`src/rtl/step_decoder_pkg.sv`:
```
// Shared types and default widths for the step decoder.
package step_decoder_pkg;

  localparam int DEF_PERIOD_W = 17;
  localparam int DEF_POS_W    = 32;

  typedef enum logic [1:0] {
    IDLE    = 2'd0,
    ARMED   = 2'd1,
    MEASURE = 2'd2,
    STALLED = 2'd3
  } state_t;

endpackage

```
`src/rtl/step_decoder_sync_edge.sv`:
```
// Two-flop synchronizer with optional rising-edge detect (EDGE=1) or level pass-through (EDGE=0).
module sync_edge #(
  parameter bit EDGE = 1'b1
) (
  input  logic clk,
  input  logic rst,
  input  logic din,
  output logic q
);

  logic       meta_p0;
  logic       sync_p1;
  logic       last_p2;
  logic [2:0] prime;

  always_ff @(posedge clk or negedge rst) begin
    if (!rst) begin
      meta_p0 <= 1'b0;
      sync_p1 <= 1'b0;
      last_p2 <= 1'b0;
      prime   <= 3'b000;
    end else begin
      meta_p0 <= din;
      sync_p1 <= meta_p0;
      last_p2 <= sync_p1;
      prime   <= {prime[1:0], 1'b1};
    end
  end

  // Edges are only trusted once last_p2 holds a real sample, so an input already
  // high at reset release never looks like a rising edge.
  assign q = EDGE ? (sync_p1 & ~last_p2 & prime[2]) : sync_p1;

endmodule

```
`src/rtl/step_decoder.sv`:
```
// Step/direction decoder: measures clk counts between step edges, tracks signed position, flags stalls.
module step_decoder
  import step_decoder_pkg::*;
#(
  parameter int PERIOD_W = DEF_PERIOD_W,
  parameter int POS_W    = DEF_POS_W,
  parameter int TIMEOUT  = 100000
) (
  input  logic                clk,
  input  logic                rst,
  input  logic                drv_step,
  input  logic                drv_dir,
  input  logic                drv_enable_SM,
  input  logic                clr_pos,
  output logic [PERIOD_W-1:0] period,
  output logic                period_valid,
  output logic [POS_W-1:0]    position,
  output logic                timeout
);

  localparam logic [PERIOD_W-1:0] LIMIT = PERIOD_W'(TIMEOUT);
  localparam logic [PERIOD_W-1:0] ONE   = PERIOD_W'(1);

  function automatic logic signed [POS_W-1:0] step_pos(
    input logic signed [POS_W-1:0] cur,
    input logic                    fwd
  );
    return fwd ? (cur + POS_W'(1)) : (cur - POS_W'(1));
  endfunction

  logic                     step_rise;
  logic                     dir_lvl;
  logic                     counted;
  state_t                   state;
  logic [PERIOD_W-1:0]      count;
  logic signed [POS_W-1:0]  pos_acc;

  sync_edge #(.EDGE(1'b1)) u_step (
    .clk (clk),
    .rst (rst),
    .din (drv_step),
    .q   (step_rise)
  );

  sync_edge #(.EDGE(1'b0)) u_dir (
    .clk (clk),
    .rst (rst),
    .din (drv_dir),
    .q   (dir_lvl)
  );

  assign counted  = step_rise && drv_enable_SM && (state != IDLE);
  assign position = pos_acc;

  // Edge detected in the sync stage is registered here: third clk edge after sampling.
  always_ff @(posedge clk or negedge rst) begin
    if (!rst) begin
      state        <= IDLE;
      count        <= '0;
      period       <= '0;
      period_valid <= 1'b0;
      pos_acc      <= '0;
      timeout      <= 1'b0;
    end else begin
      period_valid <= 1'b0;

      if (clr_pos) begin
        pos_acc <= '0;
      end else if (counted) begin
        pos_acc <= step_pos(pos_acc, dir_lvl);
      end

      if (!drv_enable_SM) begin
        state   <= IDLE;
        count   <= '0;
        timeout <= 1'b0;
      end else begin
        case (state)
          IDLE: state <= ARMED;
          ARMED: begin
            if (step_rise) begin
              state <= MEASURE;
              count <= ONE;
            end
          end
          MEASURE: begin
            if (step_rise) begin
              period       <= count;
              period_valid <= 1'b1;
              count        <= ONE;
            end else if (count == LIMIT) begin
              // Counter parks at the limit; it never wraps.
              state   <= STALLED;
              timeout <= 1'b1;
            end else begin
              count <= count + ONE;
            end
          end
          STALLED: begin
            if (step_rise) begin
              state   <= MEASURE;
              timeout <= 1'b0;
              count   <= ONE;
            end
          end
          default: state <= IDLE;
        endcase
      end
    end
  end

endmodule

```
`config.mk`:
```
export PLATFORM = sky130hd
export DESIGN_NAME = step_decoder
export DESIGN_NICKNAME = d
export VERILOG_FILES = /design/src/rtl/step_decoder_pkg.sv /design/src/rtl/step_decoder_sync_edge.sv /design/src/rtl/step_decoder.sv
export SDC_FILE = /design/constraint.sdc
export NUM_CORES = 1
export LEC_CHECK = 0
export ABC_AREA = 1
export CORE_MARGIN = 8
export CORE_UTILIZATION = 60
export CTS_BUF_LIST = sky130_fd_sc_hd__clkbuf_4
export DETAILED_ROUTE_END_ITERATION = 12
export GPL_TIMING_DRIVEN = 0
export HOLD_SLACK_MARGIN = 0.05
export PLACE_DENSITY = 0.8
export SLEW_MARGIN = 0
export SYNTH_ARGS = -nofsm -noshare
export SYNTH_HDL_FRONTEND = slang
export SYNTH_SLANG_ARGS = --single-unit
```
`constraint.sdc`:
```
create_clock -name clk -period 3.4 [get_ports clk]
set_clock_uncertainty 0.2 [all_clocks]
set_input_delay 0.51 -clock clk [delete_from_list [all_inputs] [get_ports clk]]
set_output_delay 0.51 -clock clk [all_outputs]
set_load 0.1 [all_outputs]
```
==> results of run 1 <==
worst max-delay path: cells and delay by family, from the launching register on:
family	cells	cell delay, ps
AO/OA/AOI/OAI	1	270
adder cells (fa/ha/maj)	1	400
buffers and inverters	1	860
flip-flops	1	410
AND/OR/NAND/NOR	8	830
cell usage in the layout, fill, tap and decap left out, types with 3 or more instances in the layout:
| cell type | count |
|---|---|
| sky130_fd_sc_hd__o21ai_2 | 7 |
| sky130_fd_sc_hd__nand4_1 | 17 |
| sky130_fd_sc_hd__xor2_1 | 3 |
| sky130_fd_sc_hd__a21oi_1 | 31 |
| sky130_fd_sc_hd__buf_4 | 3 |
| sky130_fd_sc_hd__nor2_1 | 63 |
| sky130_fd_sc_hd__clkbuf_4 | 11 |
| sky130_fd_sc_hd__o21ai_1 | 7 |
| sky130_fd_sc_hd__nand3_1 | 67 |
| sky130_fd_sc_hd__clkdlybuf4s50_1 | 55 |
| sky130_fd_sc_hd__nor3_1 | 13 |
| sky130_fd_sc_hd__nand2_2 | 5 |
| sky130_fd_sc_hd__nor3_2 | 4 |
| sky130_fd_sc_hd__buf_6 | 4 |
| sky130_fd_sc_hd__o21ai_0 | 37 |
| sky130_fd_sc_hd__nand3_2 | 6 |
| sky130_fd_sc_hd__inv_1 | 138 |
| sky130_fd_sc_hd__nand2_1 | 346 |
| sky130_fd_sc_hd__ha_1 | 32 |
| sky130_fd_sc_hd__dfrtp_1 | 78 |
| sky130_fd_sc_hd__xnor2_1 | 4 |
| sky130_fd_sc_hd__inv_2 | 8 |
| sky130_fd_sc_hd__buf_2 | 6 |
| sky130_fd_sc_hd__o21bai_1 | 3 |
cell families (layout without fill, tap and decap cells):
family	after synthesis	count (layout)
simple gates	527	527
buf+inv	161	235
compound gates	91	91
flops	78	78
fa+ha+maj	33	33
xor+xnor	7	7
other cells	1	1
registers in the layout, summed over array words and instances (netlist names):
signal,count
u_dir.q,1
position,32
u_step.sync_p1,1
u_step.last_p2,1
u_dir.meta_p0,1
u_step.prime,3
period_valid,1
u_step.meta_p0,1
state,2
count,17
timeout,1
period,17
metal layers:
metal / wire, µm / GRT usage, %
met5: 0 / 0
met1: 6500 / 28.7
met2: 8140 / 45.8
met3: 846 / 4.27
met4: 362 / 8.43
worst max-delay path by stage:
| stage | endpoint | depth (start not counted) | startpoint |
|---|---|---|---|
| finish | position[27] | 11 | u_dir.q |
| global route | position[25] | 12 | u_dir.q |
| CTS | position[24] | 12 | u_dir.q |
| detailed placement | position[24] | 12 | u_dir.q |
| global placement | position[29] | 1 | rst |
| floorplan | position[24] | 11 | position[0] |
cell type report:
type                            count  area, µm²
Multi-Input combinational cell    659       3210
Fill cell                         893       2870
Sequential cell                    78       1950
Timing Repair Buffer               58        596
Inverter                          146        548
Tap cell                          133        166
Buffer                             15        105
Clock buffer                       10       75.1
Clock inverter                      6       71.3
per-stage QoR:
stage	instances	util [%]	setup slack, ps
after detailed placement	1088	68.5	369
after global placement	1087	68.2	-1140
after floorplan	898	-	949
after CTS	1105	70.1	355
after global routing	1105	70.1	82.4
final	1105	70.1	328
power by group:
| group | total, W | internal, W | leakage [nW] | switching, W |
|---|---|---|---|---|
| Clock | 0.000617 | 0.000237 | 0.0732 | 0.000379 |
| Sequential | 0.00101 | 0.000967 | 1.06 | 0.0000405 |
| Combinational | 0.000626 | 0.000171 | 2.57 | 0.000455 |
==> impl_metrics.xml, run 1 <==
<?xml version="1.0" encoding="UTF-8"?>
<metrics>
  <group name="logic_synthesis">
    <metric name="synth-xor-area-share" unit="%">1.05</metric>
    <metric name="netlist_area_pre_place" unit="µm²">5820</metric>
    <metric name="netlist.area_leader.share" unit="%">33.5</metric>
    <metric name="postSynthAreaPerCell" unit="µm²">6.48</metric>
    <metric name="ys_seq_elements" unit="">78</metric>
    <metric name="synth.net_count" unit="">937</metric>
    <metric name="post_synth_inst_count" unit="">898</metric>
    <metric name="number_of_enable_type_register_cells_in_the_synthesized_netlist" unit="">0</metric>
    <metric name="synth_warnings" unit="">0</metric>
    <metric name="synthMostInstantiatedCell" unit="">sky130_fd_sc_hd__nand2_1</metric>
    <metric name="synth_mux_area_share" unit="%">0</metric>
    <metric name="ranking_of_synthesized_cells_by_instance_count" unit="">sky130_fd_sc_hd__nand2_1 (346), sky130_fd_sc_hd__inv_1 (138), sky130_fd_sc_hd__dfrtp_1 (78), sky130_fd_sc_hd__nand3_1 (67), sky130_fd_sc_hd__nor2_1 (63)</metric>
    <metric name="synthDistinctLibCells" unit="">36</metric>
    <metric name="synth_seq_area_share" unit="%">33.5</metric>
    <metric name="netlist_top_cells_area" unit="">sky130_fd_sc_hd__dfrtp_1 (34%), sky130_fd_sc_hd__nand2_1 (22%), sky130_fd_sc_hd__inv_1 (8.9%), sky130_fd_sc_hd__ha_1 (6.9%), sky130_fd_sc_hd__nand3_1 (5.8%)</metric>
    <metric name="synth-compound-area-share" unit="%">8.69</metric>
    <metric name="most_frequently_used_flop_master_after_synthesis" unit="">sky130_fd_sc_hd__dfrtp_1</metric>
    <metric name="synth_top_family_by_area" unit="">simple AND/OR/NAND/NOR gates</metric>
    <metric name="cell_type_with_the_highest_aggregate_area_in_the_netlist" unit="">sky130_fd_sc_hd__dfrtp_1</metric>
    <metric name="synthAdderAreaFrac" unit="%">7.23</metric>
    <metric name="async_flop_share" unit="%">100</metric>
    <metric name="synthSimpleGateAreaFrac" unit="%">38.2</metric>
  </group>
  <group name="min_path">
    <metric name="cell_depth_of_the_worst_hold_path" unit="">0</metric>
    <metric name="min_delay_worst_endpoint" unit="">u_step.sync_p1</metric>
    <metric name="min-delay-path-class" unit="">flop to flop</metric>
    <metric name="hp-start" unit="">u_step.meta_p0</metric>
  </group>
  <group name="critical_path">
    <metric name="crit_path_end_kind" unit="">flop</metric>
    <metric name="r2r_end" unit="">position[27]</metric>
    <metric name="timing.rr.start" unit="">u_dir.q</metric>
    <metric name="crit_path_top_delay_cell" unit="">sky130_fd_sc_hd__inv_1</metric>
    <metric name="critPathRequiredTime" unit="ps">3560</metric>
    <metric name="reg2reg_setup_slack" unit="ps">330</metric>
    <metric name="critical_path_class" unit="">flop to flop</metric>
    <metric name="crit_path_cell_trace" unit="">inv_1 -&gt; ha_1 -&gt; nor2_1 -&gt; a21oi_1 -&gt; nand3_1 -&gt; nand3_1 -&gt; nand2_1 -&gt; nand2_1 -&gt; nand2_1 -&gt; nand3_1 -&gt; nand2_1</metric>
    <metric name="cp_max_fo" unit="">31</metric>
    <metric name="critPathArrivalTime" unit="ps">3230</metric>
    <metric name="cp-start-kind" unit="">flop</metric>
    <metric name="path_common_cell" unit="">sky130_fd_sc_hd__nand2_1</metric>
    <metric name="timing.critical_path.slowest_cell_delay" unit="ps">860</metric>
    <metric name="rr_worst_depth" unit="">11</metric>
  </group>
  <group name="placed_design">
    <metric name="port_buffers" unit="">56</metric>
    <metric name="hpwlAfterDp" unit="µm">12200</metric>
    <metric name="placedInstanceArea" unit="µm²">6570</metric>
    <metric name="finalWeightedCongestion" unit="">0.984</metric>
  </group>
  <group name="global_route">
    <metric name="grt_max_degree" unit="">54</metric>
    <metric name="grt_antenna_before_repair" unit="">0</metric>
    <metric name="grt_usage" unit="%">25.1</metric>
    <metric name="gr-total-overflow" unit="">0</metric>
    <metric name="via_count_of_the_first_global_routing_pass" unit="">5695</metric>
    <metric name="grt_pass1_wl" unit="µm">26300</metric>
  </group>
  <group name="clocking">
    <metric name="tritoncts_num_sinks" unit="">78</metric>
    <metric name="clk_transition_reported_paths" unit="ps">140</metric>
    <metric name="total_of_hold_buffers_inserted_after_clock_tree_synthesis" unit="">1</metric>
    <metric name="cts_htree_levels" unit="">3</metric>
    <metric name="cts_max_path_buffers" unit="">2</metric>
    <metric name="cts.repair.resized" unit="">0</metric>
    <metric name="cts_tree" unit="">done</metric>
    <metric name="cts_made_buffers" unit="">9</metric>
    <metric name="postCtsSetupBuffers" unit="">0</metric>
    <metric name="clock-root-buffer" unit="">sky130_fd_sc_hd__clkbuf_4</metric>
    <metric name="clock_latency" unit="ps">450</metric>
  </group>
  <group name="sta">
    <metric name="fin_hold_viols" unit="">0</metric>
    <metric name="rsz0062_at_grt" unit="">no</metric>
    <metric name="period_share" unit="%">90.3</metric>
    <metric name="finalWorstPathRequiredPeriod" unit="ps">3070</metric>
    <metric name="slew_viol_final" unit="">0</metric>
    <metric name="setup-violations-final" unit="">0</metric>
    <metric name="timing.hold.ws" unit="ps">165</metric>
    <metric name="final.setup.tns" unit="ps">0</metric>
    <metric name="timing.fmax" unit="GHz">0.326</metric>
    <metric name="slew-limit-headroom" unit="%">20.8</metric>
    <metric name="worst_pin_slew" unit="ps">1190</metric>
  </group>
  <group name="route">
    <metric name="wl_per_cell" unit="µm">14.3</metric>
    <metric name="drt_first_pass_iters" unit="">6</metric>
    <metric name="routed_via_density" unit="">5.31</metric>
    <metric name="drcViolationCount" unit="">0</metric>
    <metric name="total_detailed_routing_wirelength" unit="µm">15800</metric>
    <metric name="ant_nets" unit="">0</metric>
    <metric name="via_count" unit="">5873</metric>
    <metric name="first_iter_violations" unit="">402</metric>
  </group>
  <group name="floorplanning">
    <metric name="floorplan.core_area" unit="µm²">9590</metric>
    <metric name="die_w" unit="µm">114</metric>
    <metric name="placementRows" unit="">36</metric>
    <metric name="start_util" unit="%">60.6</metric>
    <metric name="design.die.area" unit="µm²">13100</metric>
    <metric name="fp.dieH" unit="µm">114</metric>
    <metric name="i_o_pin_cnt" unit="">57</metric>
  </group>
  <group name="run">
    <metric name="timing.max_cap.violations" unit="">0</metric>
  </group>
  <group name="power_and_ir_drop">
    <metric name="ir_drop" unit="µV">300</metric>
    <metric name="power_density" unit="nW/µm²">334</metric>
    <metric name="total_power_of_the_final_layout" unit="W">0.00225</metric>
    <metric name="leakagePower" unit="nW">3.70</metric>
  </group>
  <group name="finish">
    <metric name="area_growth_syn_to_layout" unit="%">15.6</metric>
    <metric name="design.final.nets" unit="">1006</metric>
    <metric name="stdcell_area" unit="µm²">6730</metric>
    <metric name="share_of_final_layout_standard_cells_stronger_than_drive_strength_1" unit="%">6.58</metric>
    <metric name="antenna_cells" unit="">0</metric>
  </group>
  <group name="run_status">
    <metric name="run_status" unit="">finished, final reports clean</metric>
  </group>
</metrics>
No activity file was read; power rests on OpenSTA's default activity.
==> run 2, diff against run 1 <==
--- a/config.mk
+++ b/config.mk
@@ -10,7 +10,6 @@
 export CORE_UTILIZATION = 60
 export CTS_BUF_LIST = sky130_fd_sc_hd__clkbuf_4
 export DETAILED_ROUTE_END_ITERATION = 12
-export GPL_TIMING_DRIVEN = 0
 export HOLD_SLACK_MARGIN = 0.05
 export PLACE_DENSITY = 0.8
 export SLEW_MARGIN = 0
==> impl_metrics.xml, run 2 (synthesized netlist as in run 1, its figures left out) <==
<?xml version="1.0" encoding="UTF-8"?>
<metrics>
  <group name="run_status">
    <metric name="run_status" unit="">finished, final reports clean</metric>
  </group>
  <group name="sta">
    <metric name="final.setup.tns" unit="ps">0</metric>
    <metric name="worst_pin_slew" unit="ps">978</metric>
    <metric name="period_share" unit="%">82.6</metric>
    <metric name="setup-violations-final" unit="">0</metric>
    <metric name="fin_hold_viols" unit="">0</metric>
    <metric name="rsz0062_at_grt" unit="">no</metric>
    <metric name="slew_viol_final" unit="">0</metric>
    <metric name="finalWorstPathRequiredPeriod" unit="ps">2810</metric>
    <metric name="timing.hold.ws" unit="ps">165</metric>
    <metric name="timing.fmax" unit="GHz">0.356</metric>
    <metric name="slew-limit-headroom" unit="%">34.8</metric>
  </group>
  <group name="clocking">
    <metric name="postCtsSetupBuffers" unit="">0</metric>
    <metric name="total_of_hold_buffers_inserted_after_clock_tree_synthesis" unit="">1</metric>
    <metric name="cts_made_buffers" unit="">9</metric>
    <metric name="clock_latency" unit="ps">450</metric>
    <metric name="cts.repair.resized" unit="">0</metric>
    <metric name="cts_max_path_buffers" unit="">2</metric>
    <metric name="clock-root-buffer" unit="">sky130_fd_sc_hd__clkbuf_4</metric>
    <metric name="cts_tree" unit="">done</metric>
    <metric name="cts_htree_levels" unit="">3</metric>
    <metric name="clk_transition_reported_paths" unit="ps">140</metric>
    <metric name="tritoncts_num_sinks" unit="">78</metric>
  </group>
  <group name="global_route">
    <metric name="grt_antenna_before_repair" unit="">0</metric>
    <metric name="grt_max_degree" unit="">79</metric>
    <metric name="via_count_of_the_first_global_routing_pass" unit="">5680</metric>
    <metric name="grt_pass1_wl" unit="µm">25800</metric>
    <metric name="gr-total-overflow" unit="">0</metric>
    <metric name="grt_usage" unit="%">24.4</metric>
  </group>
  <group name="route">
    <metric name="via_count" unit="">5718</metric>
    <metric name="detail_route.wirelength.met1" unit="µm">6360</metric>
    <metric name="drcViolationCount" unit="">0</metric>
    <metric name="ant_nets" unit="">0</metric>
    <metric name="first_iter_violations" unit="">372</metric>
    <metric name="drt_first_pass_iters" unit="">5</metric>
    <metric name="wl_per_cell" unit="µm">14.0</metric>
    <metric name="met2_wirelength" unit="µm">7500</metric>
    <metric name="total_detailed_routing_wirelength" unit="µm">15300</metric>
    <metric name="routed_via_density" unit="">5.24</metric>
    <metric name="topRoutingLayerUsed" unit="">met4</metric>
    <metric name="wire_length_on_met3" unit="µm">768</metric>
  </group>
  <group name="finish">
    <metric name="antenna_cells" unit="">0</metric>
    <metric name="largest_register_ffs" unit="">32</metric>
    <metric name="design.final.nets" unit="">993</metric>
    <metric name="share_of_final_layout_standard_cells_stronger_than_drive_strength_1" unit="%">10.6</metric>
    <metric name="nFillCells" unit="">867</metric>
    <metric name="multiInputGateArea" unit="µm²">3210</metric>
    <metric name="seqCellArea" unit="µm²">1950</metric>
    <metric name="layout.cells.most_common" unit="">sky130_fd_sc_hd__nand2_1</metric>
    <metric name="area_growth_syn_to_layout" unit="%">11.8</metric>
    <metric name="mostFrequentLayoutCells" unit="">sky130_fd_sc_hd__nand2_1 (346), sky130_fd_sc_hd__inv_1 (138), sky130_fd_sc_hd__dfrtp_1 (78)</metric>
  </group>
  <group name="power_and_ir_drop">
    <metric name="power_density" unit="nW/µm²">346</metric>
    <metric name="leakagePower" unit="nW">3.75</metric>
    <metric name="ir_drop" unit="µV">325</metric>
  </group>
  <group name="critical_path">
    <metric name="cp-start-kind" unit="">flop</metric>
    <metric name="crit_path_cell_trace" unit="">inv_1 -&gt; buf_4 -&gt; ha_1 -&gt; nand2_1 -&gt; inv_1 -&gt; nand2_1 -&gt; nand2_1 -&gt; inv_1 -&gt; nand3_1 -&gt; nand2_1 -&gt; nand2_1 -&gt; nand2_1 -&gt; nand2_1 -&gt; o21ai_0</metric>
    <metric name="crit_path_top_delay_cell" unit="">sky130_fd_sc_hd__inv_1</metric>
    <metric name="path_common_cell" unit="">sky130_fd_sc_hd__nand2_1</metric>
    <metric name="rr_worst_depth" unit="">14</metric>
    <metric name="critical_path_class" unit="">flop to flop</metric>
    <metric name="cp.depth" unit="">14</metric>
    <metric name="critPathArrivalTime" unit="ps">2980</metric>
    <metric name="crit_path_end_kind" unit="">flop</metric>
    <metric name="timing.critical_path.slowest_cell_delay" unit="ps">470</metric>
    <metric name="cpLargestDelayFamily" unit="">buffers and inverters</metric>
    <metric name="critical_path_buf_inv_count" unit="">4</metric>
    <metric name="cp_max_fo" unit="">16</metric>
    <metric name="critPathRequiredTime" unit="ps">3570</metric>
  </group>
  <group name="run">
    <metric name="timing.max_cap.violations" unit="">0</metric>
  </group>
  <group name="floorplanning">
    <metric name="die_w" unit="µm">114</metric>
    <metric name="i_o_pin_cnt" unit="">57</metric>
    <metric name="design.die.area" unit="µm²">13100</metric>
    <metric name="placementRows" unit="">36</metric>
    <metric name="start_util" unit="%">60.6</metric>
    <metric name="floorplan.core_area" unit="µm²">9590</metric>
    <metric name="fp.dieH" unit="µm">114</metric>
  </group>
  <group name="min_path">
    <metric name="min-delay-path-class" unit="">flop to flop</metric>
    <metric name="cell_depth_of_the_worst_hold_path" unit="">0</metric>
  </group>
  <group name="placed_design">
    <metric name="hpwlAfterDp" unit="µm">11700</metric>
    <metric name="port_buffers" unit="">56</metric>
    <metric name="finalWeightedCongestion" unit="">0.956</metric>
  </group>
</metrics>
-- run 2: cell count changes in the layout (fill, tap and decap cells not counted), moves of 2 or more --
cell                              change
sky130_fd_sc_hd__buf_6                -4
sky130_fd_sc_hd__clkdlybuf4s50_1     -50
sky130_fd_sc_hd__buf_4               +51
sky130_fd_sc_hd__clkbuf_4             -2
sky130_fd_sc_hd__clkbuf_1             -2
sky130_fd_sc_hd__buf_2                -6
-- run 2: power by group --
| part | switching [W] | internal (W) | total (W) |
|---|---|---|---|
| logic | 0.000434 | 0.000139 | 0.000573 |
| clock network | 0.000362 | 0.000300 | 0.000662 |
| registers | 0.0000493 | 0.000966 | 0.00102 |
| total | 0.000844 | 0.00141 | 0.00225 |
-- run 2: metrics by stage --
stage / area, µm² / power [W] / worst slack, ps / instances / util (%)
floorplan: 5820 / 0.00147 / 949 / 898 / -
global placement: 6330 / 0.00159 / 645 / 1075 / 66.0
detailed placement: 6330 / 0.00160 / 538 / 1075 / 66.0
CTS: 6510 / 0.00226 / 612 / 1091 / 67.8
global route: 6510 / 0.00236 / 359 / 1091 / 67.8
finish: 6510 / 0.00225 / 591 / 1091 / 67.8
-- run 2: final timing paths --
kind,endpoint,start,slack (ps)
max,position[18],u_dir.q,590
max reg2reg,position[18],u_dir.q,590
min reg2reg,u_step.prime[2],u_step.prime[1],170
min,u_step.prime[2],u_step.prime[1],170
min in group asynchronous,u_step.sync_p1,rst,550
max in group asynchronous,period[6],rst,1830
-- run 2: final cells by class --
cell class | count | area share, %
sequential | 78 | 30.0
clock buffer | 9 | 1.04
timing repair buffer | 60 | 7.15
tap | 133 | 2.56
inverter | 146 | 8.42
multi-input combinational | 659 | 49.4
clock inverter | 6 | 1.44
-- run 2: metal layers --
metal  vias to the layer above  global-route usage, %
li1                       2924                      -
met1                      2591                   28.3
met2                       157                   43.1
met3                        46                   2.53
met4                         0                   13.8
met5                         -                      0
